### src/rtl/tinymips_pkg.sv
// ============================================================================
// tinymips_pkg
// Shared encodings for the parametrised multicycle datapath.
// Revision: 1.0
// ============================================================================
`default_nettype none

package tinymips_pkg;

    localparam logic [2:0] ALU_AND = 3'b000;
    localparam logic [2:0] ALU_OR  = 3'b001;
    localparam logic [2:0] ALU_ADD = 3'b010;
    localparam logic [2:0] ALU_SUB = 3'b110;
    localparam logic [2:0] ALU_SLT = 3'b111;

    localparam logic [1:0] ALUSRCB_B    = 2'd0;
    localparam logic [1:0] ALUSRCB_ONE  = 2'd1;
    localparam logic [1:0] ALUSRCB_IMM  = 2'd2;
    localparam logic [1:0] ALUSRCB_IMM4 = 2'd3;

    localparam logic [1:0] PCSRC_ALU    = 2'd0;
    localparam logic [1:0] PCSRC_ALUOUT = 2'd1;
    localparam logic [1:0] PCSRC_JUMP   = 2'd2;
    localparam logic [1:0] PCSRC_HOLD   = 2'd3;

    localparam logic [1:0] FS_IDLE  = 2'd0;
    localparam logic [1:0] FS_FETCH = 2'd1;
    localparam logic [1:0] FS_DONE  = 2'd2;

endpackage

`default_nettype wire

### src/rtl/regfile_p.sv
// ============================================================================
// regfile_p
// NREGS x WIDTH register file: two async read ports, one sync write port, r0 = 0.
// Revision: 1.0
// ============================================================================
`default_nettype none

module regfile_p #(
    parameter int WIDTH = 8,
    parameter int NREGS = 8,
    parameter int AW    = (NREGS > 1) ? $clog2(NREGS) : 1
) (
    input  logic             clk,
    input  logic             reset,
    input  logic             we,
    input  logic [AW-1:0]    ra1,
    input  logic [AW-1:0]    ra2,
    input  logic [AW-1:0]    wa,
    input  logic [WIDTH-1:0] wd,
    output logic [WIDTH-1:0] rd1,
    output logic [WIDTH-1:0] rd2
);

    logic [WIDTH-1:0] regs [NREGS];

    always_ff @(posedge clk or posedge reset) begin
        if (reset) begin
            for (int i = 0; i < NREGS; i++) begin
                regs[i] <= '0;
            end
        end else if (we && (wa != '0)) begin
            regs[wa] <= wd;
        end
    end

    // No write bypass: a same-cycle read sees the pre-write contents.
    assign rd1 = (ra1 == '0) ? '0 : regs[ra1];
    assign rd2 = (ra2 == '0) ? '0 : regs[ra2];

endmodule

`default_nettype wire

### src/rtl/datapath_mc_p.sv
// ============================================================================
// datapath_mc_p
// Multicycle MIPS-subset datapath with built-in multi-beat instruction fetch.
// Optional macro TINYMIPS_OVF_FLAG_EN adds the ovf output and write suppression.
// Revision: 1.0
// ============================================================================
`default_nettype none

module datapath_mc_p
    import tinymips_pkg::*;
#(
    parameter int WIDTH = 8,
    parameter int NREGS = 8,
    parameter int MEMW  = 8
) (
    input  logic             clk,
    input  logic             reset,
    input  logic [2:0]       alucontrol,
    input  logic             alusrca,
    input  logic [1:0]       alusrcb,
    input  logic             iord,
    input  logic             memtoreg,
    input  logic             pcen,
    input  logic [1:0]       pcsource,
    input  logic             regdst,
    input  logic             regwrite,
    input  logic             fetch_start,
    input  logic [MEMW-1:0]  memdata,
    output logic [WIDTH-1:0] adr,
    output logic [31:0]      instr,
    output logic [WIDTH-1:0] writedata,
    output logic             zero,
`ifdef TINYMIPS_OVF_FLAG_EN
    output logic             ovf,
`endif
    output logic             fetch_busy,
    output logic             fetch_done
);

    localparam int BEATS = 32 / MEMW;
    localparam int BYTES = MEMW / 8;
    localparam int AW    = (NREGS > 1) ? $clog2(NREGS) : 1;

    logic [1:0]       state;
    logic [1:0]       beat;
    logic             last_beat;
    logic [WIDTH-1:0] pc, mdr, a, b, aluout;
    logic [WIDTH-1:0] rd1, rd2, wd;
    logic [WIDTH-1:0] srca, srcb, aluresult, nextpc;
    logic [WIDTH-1:0] imm, constx4, jump_target, mdr_in, beat_off;
    logic [AW-1:0]    wa;
    logic             we;

    assign fetch_busy = (state == FS_FETCH);
    assign fetch_done = (state == FS_DONE);
    assign last_beat  = (beat == 2'(BEATS - 1));
    assign beat_off   = WIDTH'(int'(beat) * BYTES);

    always_ff @(posedge clk or posedge reset) begin
        if (reset) begin
            state <= FS_IDLE;
            beat  <= '0;
        end else begin
            case (state)
                FS_IDLE: begin
                    beat <= '0;
                    if (fetch_start) state <= FS_FETCH;
                end
                FS_FETCH: begin
                    if (last_beat) begin
                        state <= FS_DONE;
                        beat  <= '0;
                    end else begin
                        beat <= beat + 2'd1;
                    end
                end
                FS_DONE:  state <= fetch_start ? FS_FETCH : FS_IDLE;
                default:  state <= FS_IDLE;
            endcase
        end
    end

    always_ff @(posedge clk or posedge reset) begin
        if (reset) begin
            instr <= '0;
        end else if (fetch_busy) begin
            instr[int'(beat)*MEMW +: MEMW] <= memdata;
        end
    end

    // Fetch owns the PC; controller loads are only honoured outside FETCH.
    always_ff @(posedge clk or posedge reset) begin
        if (reset) begin
            pc <= '0;
        end else if (fetch_busy && last_beat) begin
            pc <= pc + WIDTH'(BEATS * BYTES);
        end else if (pcen && !fetch_busy) begin
            pc <= nextpc;
        end
    end

    generate
        if (MEMW < WIDTH) begin : g_mdr_zext
            assign mdr_in = {{(WIDTH-MEMW){1'b0}}, memdata};
        end else begin : g_mdr_trunc
            assign mdr_in = memdata[WIDTH-1:0];
        end
        if (WIDTH > 16) begin : g_imm_zext
            assign imm = {{(WIDTH-16){1'b0}}, instr[15:0]};
        end else begin : g_imm_trunc
            assign imm = instr[WIDTH-1:0];
        end
    endgenerate

    always_ff @(posedge clk or posedge reset) begin
        if (reset) begin
            mdr    <= '0;
            a      <= '0;
            b      <= '0;
            aluout <= '0;
        end else begin
            if (!fetch_busy) mdr <= mdr_in;
            a      <= rd1;
            b      <= rd2;
            aluout <= aluresult;
        end
    end

    assign constx4     = {imm[WIDTH-3:0], 2'b00};
    assign jump_target = {instr[WIDTH-3:0], 2'b00};
    assign wa          = regdst ? instr[11 +: AW] : instr[16 +: AW];
    assign wd          = memtoreg ? mdr : aluout;

    regfile_p #(.WIDTH(WIDTH), .NREGS(NREGS), .AW(AW)) u_regfile (
        .clk   (clk),
        .reset (reset),
        .we    (we),
        .ra1   (instr[21 +: AW]),
        .ra2   (instr[16 +: AW]),
        .wa    (wa),
        .wd    (wd),
        .rd1   (rd1),
        .rd2   (rd2)
    );

    always_comb begin
        srca = alusrca ? a : pc;
        case (alusrcb)
            ALUSRCB_B:   srcb = b;
            ALUSRCB_ONE: srcb = WIDTH'(1);
            ALUSRCB_IMM: srcb = imm;
            default:     srcb = constx4;
        endcase
        case (alucontrol)
            ALU_AND: aluresult = srca & srcb;
            ALU_OR:  aluresult = srca | srcb;
            ALU_ADD: aluresult = srca + srcb;
            ALU_SUB: aluresult = srca - srcb;
            ALU_SLT: aluresult = {{(WIDTH-1){1'b0}}, ($signed(srca) < $signed(srcb))};
            default: aluresult = '0;
        endcase
        case (pcsource)
            PCSRC_ALU:    nextpc = aluresult;
            PCSRC_ALUOUT: nextpc = aluout;
            PCSRC_JUMP:   nextpc = jump_target;
            default:      nextpc = pc;
        endcase
    end

    assign zero      = (aluresult == '0);
    assign writedata = b;
    assign adr       = fetch_busy ? (pc + beat_off) : (iord ? aluout : pc);

`ifdef TINYMIPS_OVF_FLAG_EN
    always_comb begin
        case (alucontrol)
            ALU_ADD: ovf = (srca[WIDTH-1] == srcb[WIDTH-1]) && (aluresult[WIDTH-1] != srca[WIDTH-1]);
            ALU_SUB: ovf = (srca[WIDTH-1] != srcb[WIDTH-1]) && (aluresult[WIDTH-1] != srca[WIDTH-1]);
            default: ovf = 1'b0;
        endcase
    end
    // ovf is only ever set for add/sub, so it alone gates the write.
    assign we = regwrite && !ovf;
`else
    assign we = regwrite;
`endif

endmodule

`default_nettype wire

### config.mk
export PLATFORM = sky130hd
export DESIGN_NAME = datapath_mc_p
export DESIGN_NICKNAME = d
export VERILOG_FILES = /design/src/rtl/tinymips_pkg.sv /design/src/rtl/regfile_p.sv /design/src/rtl/datapath_mc_p.sv
export SDC_FILE = /design/constraint.sdc
export NUM_CORES = 1
export LEC_CHECK = 0
export CORE_MARGIN = 3
export CORE_UTILIZATION = 35
export CTS_BUF_LIST = sky130_fd_sc_hd__clkbuf_8 sky130_fd_sc_hd__clkbuf_16
export CTS_CLUSTER_DIAMETER = 40
export DETAILED_ROUTE_END_ITERATION = 10
export GPL_TIMING_DRIVEN = 1
export PLACE_DENSITY = 0.62
export SYNTH_ARGS = -nofsm -noshare
export SYNTH_HDL_FRONTEND = slang
export SYNTH_SLANG_ARGS = --single-unit
### constraint.sdc
create_clock -name clk -period 5.43 [get_ports clk]
set_input_delay 1.086 -clock clk [delete_from_list [all_inputs] [get_ports clk]]
set_output_delay 1.086 -clock clk [all_outputs]
set_load 0.05 [all_outputs]
== Word-level counts from Yosys, hierarchy flattened ==
Cells that the tools add are included.

* Register bits after elaboration: 140
* Latch bits: 0
* RAM bits: 0
* Memory bits (read-only): 0
* Word-level logic and storage cells: 93
* Memories: 0

* Add/sub/neg operators: 6
* $mul: 0
* Div/mod/pow operators: 0
* Magnitude comparators: 5
* Eq/ne operators: 13
* Shift operators: 2
* Muxes and demuxes: 28
* Bitwise operators: 5
* Reductions and logical operators: 18

{| class="wikitable"
|+ Operator list
! kind !! number
|-
| $mux 8 || 13
|-
| $bwmux 64 || 1
|-
| $bmux 8 s3 || 2
|-
| $pmux 8 s3 || 2
|-
| $pmux 8 s5 || 1
|-
| $neg 5->33 || 1
|-
| $shift 8x33->32 const A || 1
|-
| $shiftx 8x33->32 || 1
|-
| $bwmux 32 || 1
|-
| $demux 8 s3 || 1
|-
| $ge 4x4->1 const B || 3
|-
| $not 3->4 || 3
|-
| $logic_not 3->1 || 3
|-
| $add 8x2->8 || 1
|-
| $add 8x3->8 const B || 1
|-
| $add 8x8->8 || 1
|-
| $and 8x8->8 || 1
|-
| $eq 2x2->1 const B || 4
|-
| $logic_not 8->1 || 1
|-
| $lt 8x8->1 || 1
|-
| $or 8x8->8 || 1
|-
| $sub 8x8->8 || 1
|-
| $eq 2x1->1 const B || 3
|-
| $eq 3x3->1 const B || 2
|-
| 18 further kinds || 27
|}

== Depth between registers and ports, before layout ==
* Word-level depth: 7
* Mapped depth: 14

== Modules after synthesis ==
Synthesis repeated with hierarchy kept, for this count alone.

* Cells, all modules: 718
* Area total of the unflattened synthesis: 8046.5 um^2

{| class="wikitable"
|+ By module, submodules not included
! module !! instances !! cells an instance !! area an instance (um^2) !! seq. area each (um^2)
|-
| datapath_mc_p || 1 || 478 || 4715.8 || 1901.8
|-
| regfile_p || 1 || 240 || 3330.7 || 1401.3
|}

== Least setup slack after synthesis ==
Ideal clock, no wire load.

* Kind: input-to-output
* From: input alusrcb[0]
* To: output zero
* Arrival: 5.063 ns
* Path slack: -0.719 ns
* Cell stages on the path: 12
* Buffers on the path: 2
* Path through: clkbuf_1 -> mux2_2 -> a22o_1 -> inv_1 -> ha_1 -> buf_6 -> or3_4 -> o311ai_2 -> a211o_1 -> a21oi_1 -> or4b_4 -> nor4_1

* Word-level cells in the longest chain between the ends: 5
* Elaborated cells between the ends (all ways): 11
* Classes of those cells: 2 x add/sub; 1 x order compare; 2 x eq/ne; 2 x mux; 2 x bitwise; 2 x reduce/logical

{| class="wikitable"
|+ RTL lines
! element !! line !! source
|-
| start, declared || datapath_mc_p.sv:20 || <nowiki>input logic [1:0] alusrcb,</nowiki>
|-
| $eq 2x2->1, or another cell as far along || datapath_mc_p.sv:148 || <nowiki>case (alusrcb)</nowiki>
|-
| $pmux 8 s3 * || datapath_mc_p.sv:148 ||
|-
| $sub 8x8->8, or another cell as far along || datapath_mc_p.sv:158 || <nowiki>ALU_SUB: aluresult = srca - srcb;</nowiki>
|-
| $pmux 8 s5 * || datapath_mc_p.sv:154 || <nowiki>case (alucontrol)</nowiki>
|-
| via aluresult[7] || datapath_mc_p.sv:49 || <nowiki>logic [WIDTH-1:0] srca, srcb, aluresult, nextpc;</nowiki>
|-
| $logic_not 8->1 * || datapath_mc_p.sv:170 || <nowiki>assign zero = (aluresult == '0);</nowiki>
|-
| end, declared || datapath_mc_p.sv:32 || <nowiki>output logic zero,</nowiki>
|}

Mark *: on every way through the listed nets, which the timed path passes. The rest lies on a longest branch.

== Worst setup path in the final report ==
Same ends and word-level chain as after synthesis.

==> flow_summary.json <==
{
  "status": "finished, final reports clean",
  "drt-initial-drc-count": 450,
  "num_rows": 53,
  "synth.distinct_cells": 64,
  "dieArea_mm2": 0.0238,
  "synth_top_area_share_pct": 44.3,
  "grt_pass1_wl_um": 36500,
  "drive_above_1_share_pct": 18.1,
  "drt.antenna.violating_nets": 0,
  "cp_data_required_time_ns": 4.34,
  "most-common-layout-cells": "dfrtp_1 (136), nand2_1 (126), o21ai_0 (84)",
  "clkTransAtPathRegs_ns": 0.06,
  "critPathMaxFanout": 8,
  "vias_per_cell": 5.47,
  "synthesis.nets": 847,
  "synth_top_area_cell": "dfrtp_1",
  "postSynthCellCount": 784,
  "holdWs_ns": 0.375,
  "final_net_count": 953,
  "htree_levels": 4,
  "p_leak_nw": 4.37,
  "slew_violations": 0,
  "max-vdd-ir-drop_mv": 0.356,
  "synthArstFlopShare_pct": 100,
  "grt_overflow": 0,
  "drt_wl_total_um": 23300,
  "endpoint_kind": "output pin",
  "power.density_mw_per_mm2": 635,
  "synth_ff_type": "dfrtp_1",
  "root_buffer": "clkbuf_16",
  "clkLatencyLatePin_ns": 0.42,
  "postSynthAreaPerCell_um2": 9.81,
  "area_growth_pct": 27.4,
  "initial_core_util_pct": 36.1,
  "grtUsageTotal_pct": 19.5,
  "numCtsBuffers": 17,
  "maxCapViolations": 0,
  "antenna_found_initial": 0,
  "hpwlAfterDp_um": 16500,
  "ys_seq_area_share_pct": 44.3,
  "hold_buffers": 0,
  "cts_sinks": 136,
  "die_x_um": 154,
  "yosys-top-cells-area": "dfrtp_1 (44%), nand2_1 (6.2%), ha_1 (5.9%), o21ai_0 (5.6%), mux4_2 (4.7%)",
  "synth_edf_count": 0,
  "n_antenna_cell": 0,
  "final.period_utilization_pct": 93.6,
  "min_path_type": "reg -> reg",
  "route.detailed.drc": 0,
  "first_pass_iters": 5,
  "core_area_mm2": 0.0213,
  "tightest_slew_ns": 1.03,
  "cp.arrival_ns": 4.00,
  "gp_congestion": 0.880,
  "grt_max_degree": 110,
  "fillers": 1979,
  "syn-cell-area_mm2": 0.00769,
  "crit_type": "in -> out",
  "io_pins": 75,
  "vias": 6441,
  "final_common_cell": "dfrtp_1",
  "setup.worst_path.start_class": "input pin",
  "routedWlPerCell_um": 19.8,
  "power_mw": 6.21,
  "rsz0062_at_grt": "no",
  "hold_violations": 0,
  "relSlewSlack_pct": 31.6,
  "grt_pass1_vias": 6317,
  "synth-seq-cells": 136,
  "clockBufferDepth": 2,
  "yosysWarnings": 0,
  "port_buffers": 74,
  "die_y_um": 154,
  "max_freq_mhz": 197,
  "skew_ns": 0.0119,
  "fin_crit_ns": 5.08,
  "setup_viol": 0,
  "cts_tree": "built"
}
sequential cells by signal, indices dropped and copies added (netlist names):
name,flops
state,2
beat,2
aluout,8
mdr,8
writedata,8
a,8
pc,8
u_regfile.regs,60
instr,32
layout make-up:
cell class | instances | area [um2] | area share, %
flip-flops and latches | 136 | 3400 | 34.8
well taps | 275 | 344 | 3.51
repair buffers | 132 | 1200 | 12.2
clock inverters | 14 | 141 | 1.44
multi-input cells | 565 | 4120 | 42.1
inverters | 38 | 148 | 1.51
clock buffers | 18 | 439 | 4.49
repair_timing:
| item | 4_1_cts | 5_1_grt |
|---|---|---|
| gates resized for setup | 8 | 25 |
| endpoints found under the setup margin | 1 | 3 |
| buffers inserted | 17 | 3 |
| pin swaps | 3 | 13 |
critical path, stage by stage:
cell            delay (ns)
dlymetal6s2s_1        0.10
buf_6                 0.14
mux2_2                0.33
a22o_1                0.23
inv_2                 0.08
ha_4                  0.22
a21oi_4               0.16
a21boi_2              0.07
o21a_1                0.20
o21a_1                0.18
o31ai_1               0.22
or4b_4                0.51
nor4_4                0.28
buf_12                0.18
per-layer routing:
metal	GRT usage, %	vias up	part of all wire (%)
met5	0	-	0
met2	31.1	184	48
met1	28.4	3207	46
li1	-	3027	-
met4	3.95	0	1.2
met3	2.99	23	4.5
metrics by stage:
| stage | area (um2) | setup slack (ns) | setup TNS [ns] | cells | util, % |
|---|---|---|---|---|---|
| global placement | 8900 | -0.00426 | -0.00426 | 1126 | 41.8 |
| floorplan | 7700 | 0.162 | 0 | 784 | - |
| global route | 9790 | 0.220 | 0 | 1178 | 46.0 |
| CTS | 9640 | 0.00116 | 0 | 1175 | 45.3 |
| finish | 9790 | 0.347 | 0 | 1178 | 46.0 |
| detailed placement | 8900 | -0.0464 | -0.0464 | 1126 | 41.8 |
where the power goes:
| group | switching [mW] | internal (mW) | total, mW | leakage [nW] |
|---|---|---|---|---|
| clock network | 0.477 | 0.654 | 1.13 | 0.282 |
| logic | 1.97 | 1.33 | 3.29 | 2.28 |
| registers | 0.397 | 1.39 | 1.79 | 1.80 |
| total | 2.84 | 3.37 | 6.21 | 4.37 |
cell usage after synthesis, types with 3 or more instances:
master / n
a22o_1: 38
a31oi_1: 5
nand2b_1: 5
nor2_1: 47
nand3b_1: 3
buf_2: 4
a221oi_1: 17
or2_2: 4
a21o_1: 3
nor2b_1: 12
o21bai_1: 3
nand3_1: 11
mux2_2: 19
clkbuf_1: 33
o22ai_1: 4
a22oi_1: 8
nand2_1: 126
xor2_1: 3
o221ai_1: 4
nor3_1: 9
inv_1: 37
mux2i_1: 24
o21ai_0: 86
xnor2_1: 3
o21a_1: 4
or3_1: 4
nor4b_2: 3
ha_1: 36
mux4_2: 16
o31ai_1: 6
buf_1: 6
dfrtp_1: 136
fa_1: 3
a21oi_1: 24
path summary, 6_finish.rpt:
path                                     from                  to  slack (ns)  cells past startpoint
setup / recovery                   alusrcb[0]                zero        0.35                     14
hold / removal             u_regfile.regs[59]  u_regfile.regs[59]        0.38                      0
setup reg to reg                     instr[1]               pc[4]        0.84                     29
hold reg to reg            u_regfile.regs[59]  u_regfile.regs[59]        0.38                      0
max in group asynchronous               reset        writedata[7]        3.25                      3
min in group asynchronous               reset        writedata[4]        1.26                      2
cell families after synthesis:
| logic type | synth area share (%) |
|---|---|
| flops | 44.3 |
| simple gates | 14.2 |
| xor+xnor | 0.684 |
| fa+ha+maj | 6.64 |
| mux | 10.6 |
| buf+inv | 4.26 |
| compound gates | 19.3 |
Power figures use the tool's default switching activity.
